`src/rtl/load_scoreboard_hazard_unit_if.sv`:
```
// ID/EX hazard bundle between pipeline control and the load scoreboard.
// HAZARD_STALL_STATS_EN adds the stall statistics counters.
interface load_scoreboard_hazard_unit_if #(
    parameter int REG_W = 5
);
    logic [REG_W-1:0] rs;
    logic [REG_W-1:0] rt;
    logic [REG_W-1:0] rd;
    logic [1:0]       op1_selector;
    logic [1:0]       op2_selector;
    logic [1:0]       how_many_ops;
    logic             id_is_load;
    logic             ex_load_valid;
    logic [REG_W-1:0] ex_load_dst;
    logic             mem_ready;
    logic             PC_write;
    logic             IF_ID_write;
    logic             flush;
    logic             valid;
    logic [1:0]       load_useA;
    logic [1:0]       load_useB;
    logic             sb_full;
`ifdef HAZARD_STALL_STATS_EN
    logic [31:0]      stall_cycles;
    logic [31:0]      struct_stall_cycles;

    modport master (
        output rs, rt, rd,
        output op1_selector, op2_selector, how_many_ops,
        output id_is_load, ex_load_valid, ex_load_dst, mem_ready,
        input  PC_write, IF_ID_write, flush, valid,
        input  load_useA, load_useB, sb_full,
        input  stall_cycles, struct_stall_cycles
    );

    modport slave (
        input  rs, rt, rd,
        input  op1_selector, op2_selector, how_many_ops,
        input  id_is_load, ex_load_valid, ex_load_dst, mem_ready,
        output PC_write, IF_ID_write, flush, valid,
        output load_useA, load_useB, sb_full,
        output stall_cycles, struct_stall_cycles
    );
`else
    modport master (
        output rs, rt, rd,
        output op1_selector, op2_selector, how_many_ops,
        output id_is_load, ex_load_valid, ex_load_dst, mem_ready,
        input  PC_write, IF_ID_write, flush, valid,
        input  load_useA, load_useB, sb_full
    );

    modport slave (
        input  rs, rt, rd,
        input  op1_selector, op2_selector, how_many_ops,
        input  id_is_load, ex_load_valid, ex_load_dst, mem_ready,
        output PC_write, IF_ID_write, flush, valid,
        output load_useA, load_useB, sb_full
    );
`endif
endinterface

```
`src/rtl/load_scoreboard_hazard_unit.sv`:
```
// Multi-entry load scoreboard: load-use stall, bubble and forward selects.
// HAZARD_STALL_STATS_EN adds saturating stall_cycles/struct_stall_cycles.
module load_scoreboard_hazard_unit #(
    parameter int REG_W    = 5,
    parameter int DEPTH    = 4,
    parameter int LOAD_LAT = 2,
    parameter int CNT_W    = 3
) (
    input  logic clk,
    input  logic rst,
    load_scoreboard_hazard_unit_if.slave hz
);
    localparam int IDX_W = (DEPTH > 1) ? $clog2(DEPTH) : 1;

    typedef struct packed {
        logic             v;
        logic [REG_W-1:0] dst;
        logic [CNT_W-1:0] cnt;
    } entry_t;

    entry_t sb_q [DEPTH];

    logic [DEPTH-1:0] v_vec;
    logic [DEPTH-1:0] done;
    logic [DEPTH-1:0] pend;

    always_comb begin
        for (int i = 0; i < DEPTH; i++) begin
            v_vec[i] = sb_q[i].v;
            done[i]  = sb_q[i].v && (sb_q[i].cnt == CNT_W'(1))
                       && hz.mem_ready;
            pend[i]  = sb_q[i].v && !done[i];
        end
    end

    logic [REG_W-1:0] op1_r;
    logic [REG_W-1:0] op2_r;
    logic             op1_on;
    logic             op2_on;
    logic             chk1;
    logic             chk2;

    assign chk1 = (hz.how_many_ops == 2'b01) || (hz.how_many_ops == 2'b10);
    assign chk2 = (hz.how_many_ops == 2'b10);

    always_comb begin
        op1_r = '0;
        unique case (1'b1)
            hz.op1_selector == 2'b00: op1_r = hz.rs;
            hz.op1_selector == 2'b01: op1_r = hz.rt;
            hz.op1_selector == 2'b10: op1_r = hz.rd;
            default:                  op1_r = '0;
        endcase
        op2_r = '0;
        unique case (1'b1)
            hz.op2_selector == 2'b00: op2_r = hz.rs;
            hz.op2_selector == 2'b01: op2_r = hz.rt;
            hz.op2_selector == 2'b10: op2_r = hz.rd;
            default:                  op2_r = '0;
        endcase
    end

    // Selector 11 decodes to r0, which never matches, so it drops out here.
    assign op1_on = chk1 && (op1_r != '0);
    assign op2_on = chk2 && (op2_r != '0);

    logic p1, d1, p2, d2;

    always_comb begin
        p1 = 1'b0;
        d1 = 1'b0;
        p2 = 1'b0;
        d2 = 1'b0;
        for (int i = 0; i < DEPTH; i++) begin
            if (sb_q[i].dst == op1_r) begin
                p1 = p1 | pend[i];
                d1 = d1 | done[i];
            end
            if (sb_q[i].dst == op2_r) begin
                p2 = p2 | pend[i];
                d2 = d2 | done[i];
            end
        end
    end

    logic op_stall;
    logic struct_stall;
    logic stall;

    assign op_stall     = (op1_on && p1) || (op2_on && p2);
    assign struct_stall = hz.id_is_load && hz.sb_full;
    assign stall        = op_stall || struct_stall;

    assign hz.sb_full     = &v_vec;
    assign hz.PC_write    = !stall;
    assign hz.IF_ID_write = !stall;
    assign hz.flush       = stall;
    assign hz.valid       = !stall;
    assign hz.load_useA   = (!stall && op1_on && d1) ? 2'b10 : 2'b00;
    assign hz.load_useB   = (!stall && op2_on && d2) ? 2'b10 : 2'b00;

    // Free slot is chosen from start-of-cycle state: a slot retiring now
    // stays unavailable until the next cycle.
    logic             alloc_hit;
    logic [IDX_W-1:0] alloc_idx;
    logic             alloc;

    always_comb begin
        alloc_hit = 1'b0;
        alloc_idx = '0;
        for (int i = DEPTH - 1; i >= 0; i--) begin
            if (!sb_q[i].v) begin
                alloc_hit = 1'b1;
                alloc_idx = IDX_W'(i);
            end
        end
    end

    assign alloc = hz.ex_load_valid && (hz.ex_load_dst != '0) && alloc_hit;

    always_ff @(posedge clk) begin
        if (rst) begin
            for (int i = 0; i < DEPTH; i++) begin
                sb_q[i] <= '0;
            end
        end else begin
            for (int i = 0; i < DEPTH; i++) begin
                if (sb_q[i].v && hz.mem_ready) begin
                    sb_q[i].cnt <= sb_q[i].cnt - CNT_W'(1);
                    if (done[i]) begin
                        sb_q[i].v <= 1'b0;
                    end
                end
                if (alloc && (alloc_idx == IDX_W'(i))) begin
                    sb_q[i].v   <= 1'b1;
                    sb_q[i].dst <= hz.ex_load_dst;
                    sb_q[i].cnt <= CNT_W'(LOAD_LAT);
                end
            end
        end
    end

`ifdef HAZARD_STALL_STATS_EN
    logic [31:0] stall_q;
    logic [31:0] sstall_q;

    always_ff @(posedge clk) begin
        if (rst) begin
            stall_q  <= '0;
            sstall_q <= '0;
        end else begin
            if (stall && (stall_q != 32'hFFFF_FFFF)) begin
                stall_q <= stall_q + 32'd1;
            end
            if (struct_stall && !op_stall
                && (sstall_q != 32'hFFFF_FFFF)) begin
                sstall_q <= sstall_q + 32'd1;
            end
        end
    end

    assign hz.stall_cycles        = stall_q;
    assign hz.struct_stall_cycles = sstall_q;
`endif

endmodule
```
`src/flat_wrapper.sv`:
```
// flat-port wrapper written by rule: the top's interface ports become plain ports
module load_scoreboard_hazard_unit_flat 
#(
    parameter int REG_W    = 5,
    parameter int DEPTH    = 4,
    parameter int LOAD_LAT = 2,
    parameter int CNT_W    = 3
)
  (clk, rst, hz_rs, hz_rt, hz_rd, hz_op1_selector, hz_op2_selector, hz_how_many_ops, hz_id_is_load, hz_ex_load_valid, hz_ex_load_dst, hz_mem_ready, hz_PC_write, hz_IF_ID_write, hz_flush, hz_valid, hz_load_useA, hz_load_useB, hz_sb_full);
  load_scoreboard_hazard_unit_if #(.REG_W(REG_W)) hz_i ();
  input  logic clk;
  input  logic rst;
  input wire logic [$bits(hz_i.rs)-1:0] hz_rs;
  input wire logic [$bits(hz_i.rt)-1:0] hz_rt;
  input wire logic [$bits(hz_i.rd)-1:0] hz_rd;
  input wire logic [$bits(hz_i.op1_selector)-1:0] hz_op1_selector;
  input wire logic [$bits(hz_i.op2_selector)-1:0] hz_op2_selector;
  input wire logic [$bits(hz_i.how_many_ops)-1:0] hz_how_many_ops;
  input wire logic [$bits(hz_i.id_is_load)-1:0] hz_id_is_load;
  input wire logic [$bits(hz_i.ex_load_valid)-1:0] hz_ex_load_valid;
  input wire logic [$bits(hz_i.ex_load_dst)-1:0] hz_ex_load_dst;
  input wire logic [$bits(hz_i.mem_ready)-1:0] hz_mem_ready;
  output wire logic [$bits(hz_i.PC_write)-1:0] hz_PC_write;
  output wire logic [$bits(hz_i.IF_ID_write)-1:0] hz_IF_ID_write;
  output wire logic [$bits(hz_i.flush)-1:0] hz_flush;
  output wire logic [$bits(hz_i.valid)-1:0] hz_valid;
  output wire logic [$bits(hz_i.load_useA)-1:0] hz_load_useA;
  output wire logic [$bits(hz_i.load_useB)-1:0] hz_load_useB;
  output wire logic [$bits(hz_i.sb_full)-1:0] hz_sb_full;
  assign hz_i.rs = hz_rs;
  assign hz_i.rt = hz_rt;
  assign hz_i.rd = hz_rd;
  assign hz_i.op1_selector = hz_op1_selector;
  assign hz_i.op2_selector = hz_op2_selector;
  assign hz_i.how_many_ops = hz_how_many_ops;
  assign hz_i.id_is_load = hz_id_is_load;
  assign hz_i.ex_load_valid = hz_ex_load_valid;
  assign hz_i.ex_load_dst = hz_ex_load_dst;
  assign hz_i.mem_ready = hz_mem_ready;
  assign hz_PC_write = hz_i.PC_write;
  assign hz_IF_ID_write = hz_i.IF_ID_write;
  assign hz_flush = hz_i.flush;
  assign hz_valid = hz_i.valid;
  assign hz_load_useA = hz_i.load_useA;
  assign hz_load_useB = hz_i.load_useB;
  assign hz_sb_full = hz_i.sb_full;
  load_scoreboard_hazard_unit #(.REG_W(REG_W), .DEPTH(DEPTH), .LOAD_LAT(LOAD_LAT), .CNT_W(CNT_W)) u_core (.clk(clk), .rst(rst), .hz(hz_i));
endmodule
```
`config.mk`:
```
export PLATFORM = sky130hd
export DESIGN_NAME = load_scoreboard_hazard_unit_flat
export DESIGN_NICKNAME = d
export VERILOG_FILES = /design/src/rtl/load_scoreboard_hazard_unit_if.sv /design/src/rtl/load_scoreboard_hazard_unit.sv /design/src/flat_wrapper.sv
export SDC_FILE = /design/constraint.sdc
export NUM_CORES = 1
export LEC_CHECK = 0
export CAP_MARGIN = 10
export CORE_MARGIN = 10
export CORE_UTILIZATION = 44
export DETAILED_ROUTE_END_ITERATION = 10
export PLACE_DENSITY = 0.78
export SLEW_MARGIN = 20
export SYNTH_ARGS = -nofsm -noshare
export SYNTH_HDL_FRONTEND = slang
export SYNTH_SLANG_ARGS = --single-unit
```
`constraint.sdc`:
```
create_clock -name clk -period 10.62 [get_ports clk]
set_input_delay 2.655 -clock clk [delete_from_list [all_inputs] [get_ports clk]]
set_output_delay 2.655 -clock clk [all_outputs]
set_load 0.02 [all_outputs]
```
[Word level (Yosys, flattened, before mapping)]
Memory sizes are Yosys's and may differ from the RTL's.
Index checks and enable logic that the tools add are counted.
Operators by class
  add/sub/neg operators: 4
  $lt $le $gt $ge: 0
  reductions and logical operators: 46
  div/mod/pow operators: 0
  muxes and demuxes: 90
  shifts and indexed selects: 0
  equal/unequal tests: 21
  bitwise operators: 32
  multiply operators: 0
Operators by type and width (count)
  1-bit 2-to-1 mux: 70
  5-bit == test: 8
  1-bit OR: 32
  1-bit logical AND: 31
  5-bit case mux with 3 select lines: 2
  3-bit 2-to-1 mux: 8
  5-bit 2-to-1 mux: 4
  5-bit nonzero test: 3
  3-bit by 1-bit == test with 1-bit output (second input constant): 4
  2-bit 2-to-1 mux: 6
  3-bit by 1-bit subtractor with 3-bit output (second input constant): 4
  2-bit == test (second input constant): 5
  2-bit by 1-bit == test with 1-bit output (second input constant): 4
  2-bit zero test: 3
  1-bit zero test: 5
  4-bit AND reduction: 1
  1-bit logical OR: 3
Word-level totals
  word-level logic and storage cells: 194
  flip-flop bits (word level): 0
  input port bits: 31
  memory bits (writable): 36
  bits in read-only memories: 0
  memories kept: 1
  bits in latches: 0
Memory list
  u_core.sb_q: words 4, width 9, read ports 4, clocked after Yosys merged registers in 0, wr ports 4, line load_scoreboard_hazard_unit.sv:21  | entry_t sb_q [DEPTH];

[Depth between registers and ports, before layout]
Gate-level depths: netlist of run 1.
An unclocked memory read counts as a cell.
  depth after elaboration: 20
  gate-level depth with buffers: 10
  depth with buffers taken out: 9

[Worst setup path before layout of run 1]
No wires, ideal clock.
  kind: in2out
  start point: in hz_op1_selector[1]
  end point: out hz_PC_write
  stages: 9
  arrival: 4884 ps
  setup slack: 3081 ps
  data required time: 7965 ps
  cell sequence: buf_4 mux2_1 mux2_2 xnor2_1 nand4_1 nor2_1 o31a_1 nor3_1 buf_4
On the way
  longest elaborated chain between the ends: 14
RTL lines
  start, declared: line flat_wrapper.sv:16  | input wire logic [$bits(hz_i.op1_selector)-1:0] hz_op1_selector;
  2-bit == test, or another cell as far along: line load_scoreboard_hazard_unit.sv:51  | hz.op1_selector == 2'b10: op1_r = hz.rd;
  5-bit case mux with 3 select lines *: line load_scoreboard_hazard_unit.sv:48  | unique case (1'b1)
  5-bit == test: line load_scoreboard_hazard_unit.sv:75  | if (sb_q[i].dst == op1_r) begin
  1-bit 2-to-1 mux: line load_scoreboard_hazard_unit.sv:75
  1-bit OR: line load_scoreboard_hazard_unit.sv:76  | p1 = p1 | pend[i];
  1-bit 2-to-1 mux: line load_scoreboard_hazard_unit.sv:75
  1-bit OR: line load_scoreboard_hazard_unit.sv:76
  1-bit 2-to-1 mux: line load_scoreboard_hazard_unit.sv:75
  1-bit OR: line load_scoreboard_hazard_unit.sv:76
  1-bit 2-to-1 mux: line load_scoreboard_hazard_unit.sv:75
  1-bit logical AND *: line load_scoreboard_hazard_unit.sv:90  | assign op_stall = (op1_on && p1) || (op2_on && p2);
  1-bit logical OR *: line load_scoreboard_hazard_unit.sv:90
  1-bit logical OR *: line load_scoreboard_hazard_unit.sv:92  | assign stall = op_stall || struct_stall;
  1-bit zero test *
  end, declared: line flat_wrapper.sv:23  | output wire logic [$bits(hz_i.PC_write)-1:0] hz_PC_write;
Mark *: on every way between the ends. The rest lies on a longest branch, timed or not.

[Worst setup path after layout of run 1]
  start point: in hz_op2_selector[1]
  end point: out hz_load_useB[1]
On the way
  longest elaborated chain between the ends: 17
RTL lines
  start, declared: line flat_wrapper.sv:17  | input wire logic [$bits(hz_i.op2_selector)-1:0] hz_op2_selector;
  2-bit == test, or another cell as far along: line load_scoreboard_hazard_unit.sv:58  | hz.op2_selector == 2'b10: op2_r = hz.rd;
  5-bit case mux with 3 select lines *: line load_scoreboard_hazard_unit.sv:55  | unique case (1'b1)
  5-bit == test: line load_scoreboard_hazard_unit.sv:79  | if (sb_q[i].dst == op2_r) begin
  1-bit 2-to-1 mux: line load_scoreboard_hazard_unit.sv:79
  1-bit OR: line load_scoreboard_hazard_unit.sv:80  | p2 = p2 | pend[i];
  1-bit 2-to-1 mux: line load_scoreboard_hazard_unit.sv:79
  1-bit OR: line load_scoreboard_hazard_unit.sv:80
  1-bit 2-to-1 mux: line load_scoreboard_hazard_unit.sv:79
  1-bit OR: line load_scoreboard_hazard_unit.sv:80
  1-bit 2-to-1 mux: line load_scoreboard_hazard_unit.sv:79
  1-bit logical AND: line load_scoreboard_hazard_unit.sv:90
  1-bit logical OR: line load_scoreboard_hazard_unit.sv:90
  1-bit logical OR: line load_scoreboard_hazard_unit.sv:92
  1-bit zero test: line load_scoreboard_hazard_unit.sv:100  | assign hz.load_useB = (!stall && op2_on && d2) ? 2'b10 : 2'b00;
  1-bit logical AND: line load_scoreboard_hazard_unit.sv:100
  1-bit logical AND *: line load_scoreboard_hazard_unit.sv:100
  2-bit 2-to-1 mux *: line load_scoreboard_hazard_unit.sv:100
  end, declared: line flat_wrapper.sv:28  | output wire logic [$bits(hz_i.load_useB)-1:0] hz_load_useB;
Marks and branches as above.

==> results of run 1 <==
how the worst max path moves through the flow:
stage	slack (ns)	to	startpoint	depth (start not counted)
2_1_floorplan	3.08	hz_PC_write	hz_op1_selector[1]	9
3_3_place_gp	2.15	hz_load_useB[1]	hz_op2_selector[1]	9
3_5_place_dp	2.06	hz_load_useB[1]	hz_op2_selector[1]	9
4_1_cts	2.06	hz_load_useB[1]	hz_op2_selector[1]	9
5_1_grt	1.85	hz_PC_write	hz_op2_selector[1]	9
6_report	2.02	hz_load_useB[1]	hz_op2_selector[1]	9
area by class of cell:
cell class,instances,area (um2)
Timing Repair Buffer,37,370
Sequential cell,36,1080
Clock buffer,6,72.6
Multi-Input combinational cell,236,1660
Tap cell,77,96.3
Fill cell,565,3010
Clock inverter,2,35.0
Inverter,24,90.1
per-stage QoR:
| step | power (mW) | area [um2] |
|---|---|---|
| 3_5_place_dp | 0.272 | 3300 |
| 5_1_grt | 0.407 | 3410 |
| 6_report | 0.387 | 3410 |
| 4_1_cts | 0.388 | 3410 |
| 2_1_floorplan | 0.244 | 2940 |
| 3_3_place_gp | 0.269 | 3300 |
logic make-up (layout without fill, tap and decap cells):
group / after synthesis / after routing / synth area share (%)
AOI/OAI and AO/OA: 40 / 40 / 11.8
xor gates and xnor gates: 38 / 38 / 11.3
adders and majority gates: 9 / 9 / 3.83
buffers and inverters: 40 / 69 / 6.69
DFF: 36 / 36 / 36.8
muxes: 11 / 11 / 3.96
other: 1 / 2 / 0.128
and+or+nand+nor: 136 / 136 / 25.4
cell usage after synthesis (3+ instances only):
library cell,instances,share of area (%)
o22ai_2,3,1.3
xor2_1,15,4.5
edfxtp_1,36,37
or3_1,4,0.85
nor3b_1,3,0.77
o32ai_1,5,1.5
nand3b_1,5,1.3
nor2_1,19,2.4
mux2i_1,8,2.7
o21ai_2,3,0.89
inv_1,24,3.1
and2_1,21,4.5
a21oi_1,4,0.68
xnor2_1,23,6.9
ha_1,9,3.8
nor2b_1,7,1.5
buf_4,8,2.0
clkbuf_1,4,0.51
nand2_1,23,2.9
nand2b_1,3,0.64
nor3_1,22,3.7
nand3_1,8,1.4
o22ai_1,3,0.64
nor4_1,6,1.3
or2_2,4,0.85
power groups by stage:
stage | Clock (mW) | Combinational [mW] | Sequential [mW]
floorplan | 0 | 0.0681 | 0.176
global placement | 0 | 0.0905 | 0.179
detailed placement | 0 | 0.0930 | 0.179
CTS | 0.119 | 0.0936 | 0.176
global route | 0.126 | 0.104 | 0.177
finish | 0.117 | 0.0937 | 0.176
placed cells by master, fill, tap and decap left out, types with 6 or more instances in the layout:
master,n
nand2_1,23
inv_1,24
ha_1,9
mux2i_1,8
nor2_1,19
xnor2_1,23
clkdlybuf4s50_1,37
nor4_1,6
nor3_1,22
xor2_1,15
and2_1,21
edfxtp_1,36
nor2b_1,7
nand3_1,8
worst max-delay path: stages:
cell and delay [ns]:
clkdlybuf4s50_1 1.00, nand2b_4 0.22, o22ai_2 0.33, xor2_1 0.12
nor4_1 0.36, or2b_1 0.26, a31o_1 0.22, nor4_2 0.13
clkdlybuf4s50_1 0.65
routing by layer:
layer	vias to the layer above	global-route usage, %
met2	71	21.8
met5	-	0
li1	1163	-
met1	1043	16.9
met4	0	4.51
met3	10	3.88
==> metrics.csv, run 1 <==
stage,metric,value,unit
run_status,status,"complete, no violations",
pwr,p_int,0.279,mW
timing,worst_pin_slew,0.897,ns
routing,routed_via_density,5.47,
logic_synthesis,synth_cell_types,58,
timing,hold_violations,0,
routing,routed_wirelength,6680,um
pwr,power.net_switching,0.108,mW
pwr,swShare,27.8,%
global_route,antenna_found_initial,0,
clock_tree,h-tree-depth,2,
clock_tree,cts_tree,built,
floorplanning,die_h,102,um
clock_tree,clock-sinks,36,
routing,routed.top_layer,met4,
timing,relSlewSlack,39.6,%
global_route,grt_overflow_total,0,
global_route,grt_max_degree,22,
cells_and_area,num-nets-final,380,
routing,wl_met2,3050,um
cells_and_area,drive_gt1_share,7.62,%
clock_tree,clk_latency,0.29,ns
logic_synthesis,avgSynthCellArea,9.44,um2
cells_and_area,stdcell_count,418,
clock_tree,numCtsBuffers,5,
critical_path,critPathKind,in -> out,
run,maxCapViolCount,0,
critical_path,end_kind,output port,
floorplanning,fp.dieArea,10300,um2
floorplanning,core.rowCount,29,
global_route,grt_pass1_vias,2330,
hold_path,hp-start,u_core.sb_q[3][0]$_SDFFCE_PP0P_,
timing,finalSetupTns,0,ns
critical_path,critical_path_arrival,5.94,ns
placed_design,place_inst,410,
cells_and_area,largest-register,u_core.sb_q,
critical_path,start_kind,input pin,
pwr,peakVddDrop,143,uV
floorplanning,core-area,6420,um2
logic_synthesis,netlist_area,2940,um2
timing,clock.fmax,0.116,GHz
routing,met3WireLength,487,um
critical_path,worst-endpoint-required,7.97,ns
clock_tree,clk_pin_slew,0.07,ns
placed_design,dp_slack,2.06,ns
hold_path,whs_endpoint,u_core.sb_q[3][0]$_SDFFCE_PP0P_,
routing,wl_per_cell,16.0,um
routing,remaining_drc_errors,0,
logic_synthesis,synth-edff-count,36,
floorplanning,ioPinCount,40,
cells_and_area,antennaDiodeCount,0,
global_route,grt_pass1_wl,11300,um
cells_and_area,area_growth,16.1,%
cells_and_area,reg.largest.list,u_core.sb_q: 36 flops,
logic_synthesis,yosysSeqAreaShare,36.8,%
timing,slew_viol_final,0,
pwr,combPwrFrac,24.2,%
hold_path,min_path_cells,1,
pwr,clkPwrFrac,30.3,%
floorplanning,start_util,45.7,%
timing,period_share,81.0,%
critical_path,reg2reg_depth,3,
global_route,grt_use_total,13.5,%
logic_synthesis,async_flop_share,0,%
clock_tree,post_cts.repair.setup_buffers,0,
logic_synthesis,synth_seq_cells,36,
routing,m1WireLength,3050,um
placed_design,io_buffers,37,
routing,vias,2287,
cells_and_area,largest_reg_flops,36,
timing,setup_viol,0,
routing,first_pass_iters,4,
logic_synthesis,ys_warn_count,0,
placed_design,gp_congestion,0.910,
clock_tree,clk_path_buf_depth,2,
routing,route.antenna.remaining_nets,0,
timing,setup_ws,2.02,ns
clock_tree,cts_root_buf,clkbuf_8,
hold_path,worstHoldPathType,reg -> reg,
pwr,power_density,114,nW/um2
clock_tree,cts_resized,0,
timing,grt_setup_unrepaired,no,
pwr,pwr-share-seq,45.5,%
critical_path,ff2ff_setup_slack,8.87,ns
timing,holdWs,0.602,ns
floorplanning,die_w,102,um
logic_synthesis,synth_ff_type,edfxtp_1,
cells_and_area,utilization,53.1,%
critical_path,r2r_end,u_core.sb_q[3][6]$_SDFFCE_PN0P_,
placed_design,dpl.hpwl,5390,um
routing,initialDrtViolationCount,100,
timing,skew,0.00757,ns
timing,fin_crit,8.60,ns
critical_path,rr_startpoint,u_core.sb_q[0][8]$_SDFFCE_PN0P_,
logic_synthesis,syn_inst,311,
pwr,leakage,1.30,nW
clock_tree,cts_hold_buffers,0,
critical_path,path_max_fanout,19,
No activity file was read; power rests on OpenSTA's default activity.
==> run 2, diff against run 1 <==
==> constraint.sdc (replaced) <==
create_clock -name clk -period 8.1 [get_ports clk]
set_input_delay 2.025 -clock clk [delete_from_list [all_inputs] [get_ports clk]]
set_output_delay 2.025 -clock clk [all_outputs]
set_load 0.02 [all_outputs]
==> run 2 against run 1 <==
Worst hold slack better by 0.0024 ns. Flip-flop and latch count stayed put. Combinational power is 31% higher. Critical path depth stayed put. First-iteration DRC count is 38% higher. Utilization stayed put. Sequential power is 31% higher. Clock power is 32% higher. Sequential share of layout area stayed put. Power is 31% higher. Highest routed layer unchanged.
==> metrics.csv, run 2 (synthesis results as in run 1) <==
stage,metric,value,unit
pwr,power_density,149,nW/um2
critical_path,crit_path_cell_trace,clkdlybuf4s50_1 -> nand2b_4 -> o22ai_2 -> xor2_1 -> nor3_2 -> or4b_1 -> a31o_1 -> nor4_2 -> clkdlybuf4s50_1,
clock_tree,cts_root_buf,clkbuf_8,
timing,fin_crit,7.34,ns
timing,slew_viol_final,0,
global_route,grt_overflow_total,0,
cells_and_area,reg.largest.list,u_core.sb_q: 36 flops,
floorplanning,core.rowCount,29,
clock_tree,h-tree-depth,2,
timing,finalSetupTns,0,ns
global_route,antenna_found_initial,0,
critical_path,start_kind,input pin,
floorplanning,start_util,45.7,%
routing,remaining_drc_errors,0,
critical_path,rr_startpoint,u_core.sb_q[0][8]$_SDFFCE_PN0P_,
run_status,status,"complete, no violations",
routing,initialDrtViolationCount,138,
clock_tree,clk_path_buf_depth,2,
pwr,power.net_switching,0.142,mW
global_route,grt_use_total,13.7,%
critical_path,cp_slowest_stage_delay,0.98,ns
critical_path,reg2reg_depth,3,
critical_path,critical_path.slowest_cell,clkdlybuf4s50_1,
timing,relSlewSlack,43.0,%
hold_path,min_path_cells,1,
critical_path,r2r_end,u_core.sb_q[3][6]$_SDFFCE_PN0P_,
clock_tree,clk_latency,0.29,ns
clock_tree,cts_tree,built,
timing,hold_violations,0,
floorplanning,die_h,102,um
cells_and_area,largest_reg_flops,36,
pwr,peakVddDrop,132,uV
placed_design,dpl.hpwl,5470,um
clock_tree,cts_hold_buffers,0,
floorplanning,ioPinCount,40,
timing,clock.fmax,0.136,GHz
clock_tree,numCtsBuffers,5,
critical_path,end_kind,output port,
critical_path,worst-endpoint-required,6.08,ns
placed_design,gp_congestion,0.910,
floorplanning,die_w,102,um
routing,first_pass_iters,5,
floorplanning,fp.dieArea,10300,um2
hold_path,hp-start,u_core.sb_q[0][0]$_SDFFCE_PP0P_,
routing,wl_per_cell,16.1,um
run,maxCapViolCount,0,
routing,routed_wirelength,6730,um
cells_and_area,largest-register,u_core.sb_q,
critical_path,path_max_fanout,19,
clock_tree,post_cts.repair.setup_buffers,0,
cells_and_area,antennaDiodeCount,0,
global_route,grt_pass1_wl,11300,um
placed_design,io_buffers,37,
cells_and_area,layout_commonest_cell,clkdlybuf4s50_1,
pwr,leakage,1.30,nW
hold_path,whs_endpoint,u_core.sb_q[0][0]$_SDFFCE_PP0P_,
critical_path,ff2ff_setup_slack,6.38,ns
cells_and_area,num-nets-final,380,
routing,routed_via_density,5.62,
timing,setup_viol,0,
pwr,swShare,27.9,%
routing,vias,2349,
cells_and_area,final_cell_mix,"clkdlybuf4s50_1, edfxtp_1, inv_1",
pwr,finalPower,0.508,mW
pwr,pwr-share-seq,45.5,%
global_route,grt_max_degree,22,
cells_and_area,area_growth,16.1,%
timing,period_share,90.6,%
pwr,p_int,0.366,mW
timing,grt_setup_unrepaired,no,
routing,route.antenna.remaining_nets,0,
global_route,grt_pass1_vias,2410,
floorplanning,core-area,6420,um2
hold_path,worstHoldPathType,reg -> reg,
clock_tree,clock-sinks,36,
critical_path,critical_path_arrival,5.31,ns
timing,worst_pin_slew,0.847,ns
cells_and_area,drive_gt1_share,7.62,%
clock_tree,cts_resized,0,
critical_path,critPathKind,in -> out,
pwr,clkPwrFrac,30.3,%
pwr,combPwrFrac,24.2,%
critical_path,path_common_cell,clkdlybuf4s50_1,
clock_tree,clk_pin_slew,0.07,ns
timing,skew,0.00570,ns
[run 2: cell counts in the layout (fill, tap and decap cells not counted)]
No cell type changed its count.
[run 2: area by class of cell]
type                    instances  area, um2
fillers                       592       3010
multi-input cells             236       1660
flip-flops and latches         36       1080
repair buffers                 37        370
well taps                      77       96.3
inverters                      24       90.1
clock buffers                   6       72.6
clock inverters                 2       35.0
[run 2: power by group through the flow]
stage               Combinational (mW)  Clock [mW]  Sequential [mW]
floorplan                       0.0893           0            0.230
global placement                 0.119           0            0.234
detailed placement               0.122           0            0.235
CTS                              0.123       0.156            0.231
global route                     0.136       0.165            0.233
finish                           0.123       0.154            0.231
[run 2: worst max-delay path by stage]
| stage | to | slack [ns] | from |
|---|---|---|---|
| after global placement | hz_load_useB[1] | 0.89 | hz_op2_selector[1] |
| final | hz_load_useB[1] | 0.76 | hz_op2_selector[1] |
| after detailed placement | hz_load_useB[1] | 0.78 | hz_op2_selector[1] |
| after CTS | hz_load_useB[1] | 0.78 | hz_op2_selector[1] |
| after floorplan | hz_PC_write | 1.82 | hz_op1_selector[1] |
| after global routing | hz_load_useB[1] | 0.53 | hz_op2_selector[1] |
[run 2: critical path, delay by kind of cell]
family	cells	cell delay [ns]
AOI/OAI and AO/OA	2	0.51
xor gates and xnor gates	1	0.13
and+or+nand+nor	4	1.02
buffers and inverters	2	1.63
[run 2: through the flow]
stage / hold WS [ns] / utilization [%] / cells / instance area [um2] / setup WS, ns
2_1_floorplan: 0.567 / - / 312 / 2940 / 1.82
3_3_place_gp: 0.588 / 51.4 / 410 / 3300 / 0.895
3_5_place_dp: 0.596 / 51.4 / 410 / 3300 / 0.782
4_1_cts: 0.607 / 53.1 / 418 / 3410 / 0.782
5_1_grt: 0.627 / 53.1 / 418 / 3410 / 0.534
6_report: 0.605 / 53.1 / 418 / 3410 / 0.764
[run 2: metal layers]
layer,global-route usage [%],wire length [um]
met1,16.2,2900
met2,22.0,3120
met3,3.27,539
met4,8.14,170
met5,0,0
